==> config.mk <==
export PLATFORM = sky130hd
export DESIGN_NAME = regfile_read_ctrl
export DESIGN_NICKNAME = d
export VERILOG_FILES = /design/src/rtl/regfile_pkg.sv /design/src/rtl/regfile_read_mux.sv /design/src/rtl/regfile_read_ctrl.sv
export SDC_FILE = /design/constraint.sdc
export NUM_CORES = 1
export LEC_CHECK = 0
export CAP_MARGIN = 20
export CORE_MARGIN = 2
export CORE_UTILIZATION = 37
export DETAILED_ROUTE_END_ITERATION = 16
export PLACE_DENSITY = 0.82
export SLEW_MARGIN = 20
export SYNTH_ARGS = -nofsm -noshare
export SYNTH_HDL_FRONTEND = slang
export SYNTH_SLANG_ARGS = --single-unit
==> constraint.sdc <==
create_clock -name clk -period 2.1 [get_ports clk]
set_clock_uncertainty 0.05 [all_clocks]
set_input_delay 0.525 -clock clk [delete_from_list [all_inputs] [get_ports clk]]
set_output_delay 0.525 -clock clk [all_outputs]
set_load 0.02 [all_outputs]
==> src/rtl/regfile_pkg.sv <==
`default_nettype none
// ============================================================================
//  Module      : regfile_pkg
//  Description : Shared definitions for the register-bank read controller:
//                default widths, read-controller state encoding and the
//                reset value of the returned operands.
//  Revision    : 1.0 - initial release
// ============================================================================
package regfile_pkg;

    // Default widths: 4-bit registers, 2-bit select (4 registers).
    localparam int unsigned REGFILE_DATA_W = 4;
    localparam int unsigned REGFILE_ADDR_W = 2;

    // Value loaded into the operand registers on reset.
    localparam logic [REGFILE_DATA_W-1:0] DATA_RST = '0;

    // Read controller states.
    typedef enum logic [1:0] {
        IDLE = 2'd0,
        RD1  = 2'd1,
        RD2  = 2'd2,
        RESP = 2'd3
    } rd_state_t;

endpackage : regfile_pkg
`default_nettype wire

==> src/rtl/regfile_read_mux.sv <==
`default_nettype none
// ============================================================================
//  Module      : regfile_read_mux
//  Description : Single shared 4:1 read mux over the register bank outputs.
//                When forwarding is enabled, a bank write to the selected
//                register in the same cycle overrides the bank output so the
//                newest value is returned.
//  Ports       : i_reg0..i_reg3 - bank register outputs
//                i_sel          - register select
//                i_wr_en        - snooped bank write enable
//                i_wr_addr      - snooped bank write select
//                i_wr_data      - snooped bank write data
//                o_data         - selected (possibly forwarded) value
//  Revision    : 1.0 - initial release
// ============================================================================
module regfile_read_mux
    import regfile_pkg::*;
#(
    parameter int unsigned DATA_W = REGFILE_DATA_W,
    parameter int unsigned ADDR_W = REGFILE_ADDR_W,
    parameter bit          FWD_EN = 1'b1
) (
    input  logic [DATA_W-1:0] i_reg0,
    input  logic [DATA_W-1:0] i_reg1,
    input  logic [DATA_W-1:0] i_reg2,
    input  logic [DATA_W-1:0] i_reg3,
    input  logic [ADDR_W-1:0] i_sel,
    input  logic              i_wr_en,
    input  logic [ADDR_W-1:0] i_wr_addr,
    input  logic [DATA_W-1:0] i_wr_data,
    output logic [DATA_W-1:0] o_data
);

    logic [DATA_W-1:0] w_bank_data;
    logic              w_fwd_hit;

    always_comb begin
        w_bank_data = i_reg0;
        case (i_sel)
            ADDR_W'(0): w_bank_data = i_reg0;
            ADDR_W'(1): w_bank_data = i_reg1;
            ADDR_W'(2): w_bank_data = i_reg2;
            ADDR_W'(3): w_bank_data = i_reg3;
            default:    w_bank_data = i_reg0;
        endcase
    end

    // The bank only commits the write at the coming edge, so its output still
    // shows the old value this cycle; take the write data instead.
    assign w_fwd_hit = FWD_EN && i_wr_en && (i_wr_addr == i_sel);
    assign o_data    = w_fwd_hit ? i_wr_data : w_bank_data;

endmodule : regfile_read_mux
`default_nettype wire

==> src/rtl/regfile_read_ctrl.sv <==
`default_nettype none
// ============================================================================
//  Module      : regfile_read_ctrl
//  Description : Read-side controller for the 4x4 register bank. Serves
//                two-operand (rs1, rs2) read requests through one shared
//                read mux, reading rs1 then rs2 on successive cycles, and
//                returns a snapshot of both operands with a valid/ready
//                response handshake.
//  Ports       : clk, rst                   - clock, sync active-high reset
//                reg0_in..reg3_in           - bank register outputs
//                RegWrite/Write_register/
//                write_data                 - snooped bank write port
//                req_valid/req_ready        - request handshake
//                rs1_addr/rs2_addr          - operand selects (on accept)
//                rsp_valid/rsp_ready        - response handshake
//                rs1_data/rs2_data          - returned operands
//                busy                       - controller not in IDLE
//  Revision    : 1.0 - initial release
// ============================================================================
module regfile_read_ctrl
    import regfile_pkg::*;
#(
    parameter int unsigned DATA_W = REGFILE_DATA_W,
    parameter int unsigned ADDR_W = REGFILE_ADDR_W,
    parameter bit          FWD_EN = 1'b1
) (
    input  logic              clk,
    input  logic              rst,
    input  logic [DATA_W-1:0] reg0_in,
    input  logic [DATA_W-1:0] reg1_in,
    input  logic [DATA_W-1:0] reg2_in,
    input  logic [DATA_W-1:0] reg3_in,
    input  logic              RegWrite,
    input  logic [ADDR_W-1:0] Write_register,
    input  logic [DATA_W-1:0] write_data,
    input  logic              req_valid,
    output logic              req_ready,
    input  logic [ADDR_W-1:0] rs1_addr,
    input  logic [ADDR_W-1:0] rs2_addr,
    output logic              rsp_valid,
    input  logic              rsp_ready,
    output logic [DATA_W-1:0] rs1_data,
    output logic [DATA_W-1:0] rs2_data,
    output logic              busy
);

    rd_state_t         r_state;
    rd_state_t         w_state_nxt;
    logic [ADDR_W-1:0] r_rs1_addr;
    logic [ADDR_W-1:0] r_rs2_addr;
    logic [DATA_W-1:0] r_rs1_data;
    logic [DATA_W-1:0] r_rs2_data;
    logic [ADDR_W-1:0] w_rd_sel;
    logic [DATA_W-1:0] w_rd_data;
    logic              w_same_addr;

    assign w_same_addr = (r_rs1_addr == r_rs2_addr);

    // The single read mux serves rs1 in RD1 and rs2 in RD2.
    assign w_rd_sel = (r_state == RD2) ? r_rs2_addr : r_rs1_addr;

    regfile_read_mux #(
        .DATA_W (DATA_W),
        .ADDR_W (ADDR_W),
        .FWD_EN (FWD_EN)
    ) u_read_mux (
        .i_reg0    (reg0_in),
        .i_reg1    (reg1_in),
        .i_reg2    (reg2_in),
        .i_reg3    (reg3_in),
        .i_sel     (w_rd_sel),
        .i_wr_en   (RegWrite),
        .i_wr_addr (Write_register),
        .i_wr_data (write_data),
        .o_data    (w_rd_data)
    );

    always_ff @(posedge clk) begin
        if (rst) begin
            r_state <= IDLE;
        end else begin
            r_state <= w_state_nxt;
        end
    end

    always_comb begin
        w_state_nxt = r_state;
        req_ready   = 1'b0;
        rsp_valid   = 1'b0;
        busy        = 1'b1;
        case (r_state)
            IDLE: begin
                req_ready = 1'b1;
                busy      = 1'b0;
                if (req_valid) begin
                    w_state_nxt = RD1;
                end
            end
            RD1: begin
                // Equal selects need only one read; RD2 is skipped.
                w_state_nxt = w_same_addr ? RESP : RD2;
            end
            RD2: begin
                w_state_nxt = RESP;
            end
            RESP: begin
                rsp_valid = 1'b1;
                if (rsp_ready) begin
                    w_state_nxt = IDLE;
                end
            end
            default: begin
                w_state_nxt = IDLE;
            end
        endcase
    end

    // Operand and address registers. Operands change only in RD1/RD2, so
    // they form a snapshot that later bank writes cannot disturb.
    always_ff @(posedge clk) begin
        if (rst) begin
            r_rs1_addr <= '0;
            r_rs2_addr <= '0;
            r_rs1_data <= DATA_W'(DATA_RST);
            r_rs2_data <= DATA_W'(DATA_RST);
        end else begin
            case (r_state)
                IDLE: begin
                    if (req_valid) begin
                        r_rs1_addr <= rs1_addr;
                        r_rs2_addr <= rs2_addr;
                    end
                end
                RD1: begin
                    r_rs1_data <= w_rd_data;
                    if (w_same_addr) begin
                        r_rs2_data <= w_rd_data;
                    end
                end
                RD2: begin
                    r_rs2_data <= w_rd_data;
                end
                default: begin
                end
            endcase
        end
    end

    assign rs1_data = r_rs1_data;
    assign rs2_data = r_rs2_data;

endmodule : regfile_read_ctrl
`default_nettype wire

# After elaboration in Yosys (flattened, before gate mapping)
# Cells that the tools add are included.
# word_totals
reg_bits	14
latchBits	0
mem_bits_rw	0
romBits	0
inputBits	31
output_inout_bits	11
wordCells	35
memories	0
# classes
add_sub_neg	0
n_mul	0
n_div	0
n_lt_le_gt_ge	0
eq_ne	11
n_shift	0
muxes	12
bitwise	0
n_reduce_logical	7
# ops
op	count
4-bit case mux with 4 select lines	1
2-bit == test (second input constant)	4
4-bit 2-to-1 mux	2
2-bit case mux with 4 select lines	1
4-bit case mux with 2 select lines	1
2-bit 2-to-1 mux	3
2-bit != test (second input constant)	3
2-bit AND reduction	3
2-bit by 1-bit == test with 1-bit output (second input constant)	2
2-bit == test	2
2-bit logical NOT	2
1-bit 2-to-1 mux	4
2-bit nonzero test	1
1-bit logical AND	1

# Logic depth before layout (Yosys ltp)
# logic_depth
depth_word	7
depth_mapped	9

# Hierarchy
# A second synthesis with hierarchy kept.
# hier_totals
cells_unflattened	103
area_unflattened_um2	957.2
# modules_own_cells
mod	n_inst	cells_each	area_per_inst_um2
regfile_read_ctrl	1	91	768.2
regfile_read_mux	1	12	188.9

# Worst setup path after synthesis
# No wires, ideal clock.
# synth_timing
path_kind	reg2reg
from	reg r_state[0]
to	reg r_rs1_data[0], in the netlist rs1_data[0]
setup_ns	0.086
t_arrival_ns	1.887
required_ns	1.964
slack_ns	0.077
path_stages_with_launch	9
synth_period_minus_slack_ns	2.023
cell_sequence	dfxtp_1 inv_1 ha_1 mux2i_2 mux2i_2 nor3_1 a21oi_1 o221ai_1 a211oi_1
# synth_via
elab_chain_len	5
# synth_lines
item	line	text
start, declared	regfile_read_ctrl.sv:47	rd_state_t r_state;
start signal, assigned	regfile_read_ctrl.sv:82	r_state <= w_state_nxt;
2-bit == test	regfile_read_ctrl.sv:60	assign w_rd_sel = (r_state == RD2) ? r_rs2_addr : r_rs1_addr;
2-bit 2-to-1 mux	regfile_read_ctrl.sv:60	
2-bit == test, or another cell as far along	regfile_read_mux.sv:39	case (i_sel)
4-bit case mux with 4 select lines or 1-bit logical AND (tied branches)	regfile_read_mux.sv:39, regfile_read_mux.sv:50	
4-bit 2-to-1 mux	regfile_read_mux.sv:51	assign o_data = w_fwd_hit ? i_wr_data : w_bank_data;
end signal, assigned	regfile_read_ctrl.sv:124	r_rs1_data <= DATA_W'(DATA_RST);
end signal, assigned	regfile_read_ctrl.sv:135	r_rs1_data <= w_rd_data;
end, declared	regfile_read_ctrl.sv:51	logic [DATA_W-1:0] r_rs1_data;
# Parallel ways exist; a longest one is shown, timed or not.
# A chain may end at the register's enable or synchronous reset.

# Worst setup path in the final report
# layout_timing
from	reg r_state[0]
to	reg r_rs1_data[3], in the netlist rs1_data[3]
# The elaborated chain is that of the path after synthesis.

==> flow_summary_export.csv <==
group,metric,value,unit
timing,hold_viol,0,
worst_setup_path,critPathSlowestCell,"dfxtp_2",
final_layout,fin_area,0.00152,mm2
timing,min_period,2060,ps
timing,postLayoutSetupSlackWorst,38.6,ps
floorplan,fp.dieArea,0.00289,mm2
yosys,yosys_warnings,0,
floorplan,pin_count,42,
floorplan,initial_core_util,38.0,%
timing,slew_headroom,61.8,%
pwr,pwr-share-comb,63.5,%
yosys,synth_nets,147,
cts,clk_latency,280,ps
floorplan,die_w,53.8,um
yosys,syn_area,916,um2
placement,port-buffer-count,41,
detailed_routing,drt_iter0_markers,8,
timing,worst_pin_slew,570,ps
cts,cts_buffers,3,
global_routing,grt_max_degree,15,
worst_setup_path,r2r_start,"r_state[0]",
worst_setup_path,critPathLaunchType,"flip-flop",
detailed_routing,wire_per_inst,14.2,um
run_status,status,"finished clean",
global_routing,gr-total-overflow,0,
final_layout,drive_above_1_share,21.1,%
yosys,synth-seq-cells,14,
global_routing,grt_pass1_wl,4230,um
worst_hold_path,hold_start,"rs1_data[1]",
yosys,ys_types,24,
pwr,power_switching,724,uW
global_routing,met2_usage,40.4,%
detailed_routing,vias,1046,
final_layout,final-seq-area,285,um2
worst_setup_path,critPathRequiredTime,2250,ps
cts,clkTransAtPathRegs,80,ps
worst_hold_path,holdPathEnd,"rs1_data[1]",
worst_hold_path,hp-class,"reg2reg",
floorplan,rows,18,
timing,setup_viol,0,
yosys,ys_seq_area_share,30.6,%
global_routing,top_usage_layer,"met2",
worst_setup_path,crit_buf_inv,2,
final_layout,utilization,63.0,%
final_layout,diodes,0,
worst_setup_path,ff2ff_path_depth,9,
pwr,vdd_ir_drop_max,0.891,mV
worst_setup_path,worstPathArrival,2210,ps
cts,root_buffer,"clkbuf_4",
cts,tritoncts,"built",
worst_setup_path,r2r_end,"rs1_data[3]",
cts,hold_buffers,0,
worst_setup_path,r2r_slack,40,ps
worst_setup_path,endpoint_kind,"flip-flop",
global_routing,grtUsageTotal,20.3,%
worst_hold_path,min_path_cells,2,
flow_run,max-cap-violations,0,
global_routing,grtUsageMet3,6.67,%
global_routing,grt_pass1_vias,1017,
yosys,synthCells,111,
final_layout,multiInputGateArea,668,um2
cts,clock-sinks,14,
timing,drv_slew,0,
final_layout,final_nets,198,
worst_setup_path,cp_top_family,"compound AO/OA/AOI/OAI gates",
floorplan,core_area,0.00241,mm2
yosys,syn-mean-instance-area,8.25,um2
pwr,p_seq_share,25.2,%
timing,grt_setup_unrepaired,"yes",
worst_setup_path,cp.depth,9,
worst_setup_path,cp_max_fo,8,
detailed_routing,antenna_left,0,
final_layout,area_growth,65.8,%
pwr,p_clk_share,11.3,%
global_routing,antenna_found_initial,0,
worst_setup_path,cp_cell_sequence,"inv_4, ha_4, mux2i_2, buf_6, mux2i_4, nor3_2, o21ai_1, o221ai_2, a211oi_2",
placement,dp_worst_setup_slack,-196,ps
detailed_routing,avgViaCountPerCell,5.48,
placement,place_hpwl,2000,um
global_routing,grt_use_met1,19.0,%
placement,placed_cell_area,0.00139,mm2
floorplan,dieHeight,53.8,um
pwr,p_per_area,1120,mW/mm2
detailed_routing,wirelength,2710,um
timing,fmax,0.485,GHz
pwr,sw_frac_of_total,42.5,%
final_layout,fill_cells,219,
pwr,p_leak,0.566,nW
detailed_routing,drtPass1Iterations,4,
detailed_routing,drc,0,
cts,h-tree-depth,1,
worst_setup_path,slowest_delay,340,ps
worst_setup_path,criticalPathCategory,"reg2reg",
pwr,intPower,977,uW
cts,clk_path_buf_depth,2,
placement,gp_congestion,0.776,
timing,finalCritPeriodShare,98.2,%
## cells by family after synthesis
kind of cell	count (synthesis)	share of synthesized area (%)
buffers and inverters	8	4.23
AO/OA/AOI/OAI	36	25.0
XOR/XNOR	2	1.91
multiplexers	10	12.0
AND/OR/NAND/NOR	36	19.4
adder cells (fa/ha/maj)	5	6.83
flip-flops	14	30.6
## sequential cells by signal, indices dropped and copies added, names as in the netlist
| name | count |
|---|---|
| r_rs1_addr | 2 |
| r_rs2_addr | 2 |
| r_state | 2 |
| rs1_data | 4 |
| rs2_data | 4 |
## layer usage
layer | share of wire, % | vias to the layer above | routed length [um]
li1 | - | 512 | -
met1 | 34 | 479 | 920
met2 | 58 | 46 | 1560
met3 | 6.4 | 9 | 172
met4 | 2.1 | 0 | 57
met5 | 0 | - | 0
## placed cells by master, fill, tap and decap left out, drive strengths merged, types with 6 or more instances in the layout
master / count
mux2i: 8
clkdlybuf4s50: 38
buf: 9
a211oi: 13
nor2: 11
dfxtp: 14
nor3: 8
a21oi: 12
o21ai: 6
## worst min-delay path, delay by kind of cell (launching register included)
family | cells | cell delay [ps]
AOI/OAI and AO/OA | 1 | 50
and+or+nand+nor | 1 | 80
DFF | 1 | 320
## worst max path at each step
stage / to / startpoint / slack [ps]
CTS: rs2_data[0] / r_state[0] / -20
detailed placement: rs2_data[3] / RegWrite / -200
global placement: rs1_data[1] / RegWrite / -120
finish: rs1_data[3] / r_state[0] / 40
global route: rs1_data[3] / r_state[0] / -70
floorplan: rs1_data[0] / r_state[0] / 80
## metrics by stage
step           instances  hold WS (ps)  power [mW]  setup TNS (ps)
2_1_floorplan        111           420        1.03               0
3_3_place_gp         185           428        1.38            -824
3_5_place_dp         185           434        1.41           -1390
4_1_cts              189           445        1.63           -21.3
5_1_grt              191           472        1.84            -285
6_report             191           442        1.70               0
## area by class of cell
cell class,instances,share of cell area [%]
clock buffer,4,2.39
inverter,4,1.15
multi-input combinational,89,44.0
sequential,14,18.8
tap,30,2.47
timing repair buffer,50,31.2
## cells in the mapped netlist
cell type / n / area (um2)
dfxtp_1: 14 / 280
a211oi_1: 13 / 97.6
a21oi_1: 12 / 60.1
nor2_1: 11 / 41.3
nor3_1: 8 / 40.0
mux2i_1: 6 / 60.1
ha_1: 5 / 62.6
nand2_1: 5 / 18.8
nand3_1: 5 / 25.0
inv_1: 4 / 15.0
o21ai_1: 4 / 20.0
o221ai_1: 4 / 35.0
and2b_2: 3 / 26.3
clkbuf_1: 2 / 7.51
mux2_2: 2 / 22.5
mux2i_2: 2 / 27.5
nor2b_1: 2 / 12.5
o21ai_0: 2 / 10.0
xnor2_1: 2 / 17.5
a31oi_1: 1 / 6.26
and2_2: 1 / 7.51
buf_2: 1 / 5.00
buf_6: 1 / 11.3
nand2b_1: 1 / 6.26
## power by group through the flow
stage,clock network (mW),logic (mW),registers [mW]
global placement,0,0.966,0.416
finish,0.191,1.08,0.429
floorplan,0,0.552,0.476
CTS,0.198,1.02,0.416
detailed placement,0,0.986,0.420
global route,0.211,1.18,0.444
## repair_timing
item,CTS,global route
resized for setup,12,12
setup endpoints to repair,11,9
buffers inserted,0,2
pin swaps,3,10
hold endpoints to repair,0,0
gates cloned,0,0
Note: power is estimated with default switching activity, not from simulation.
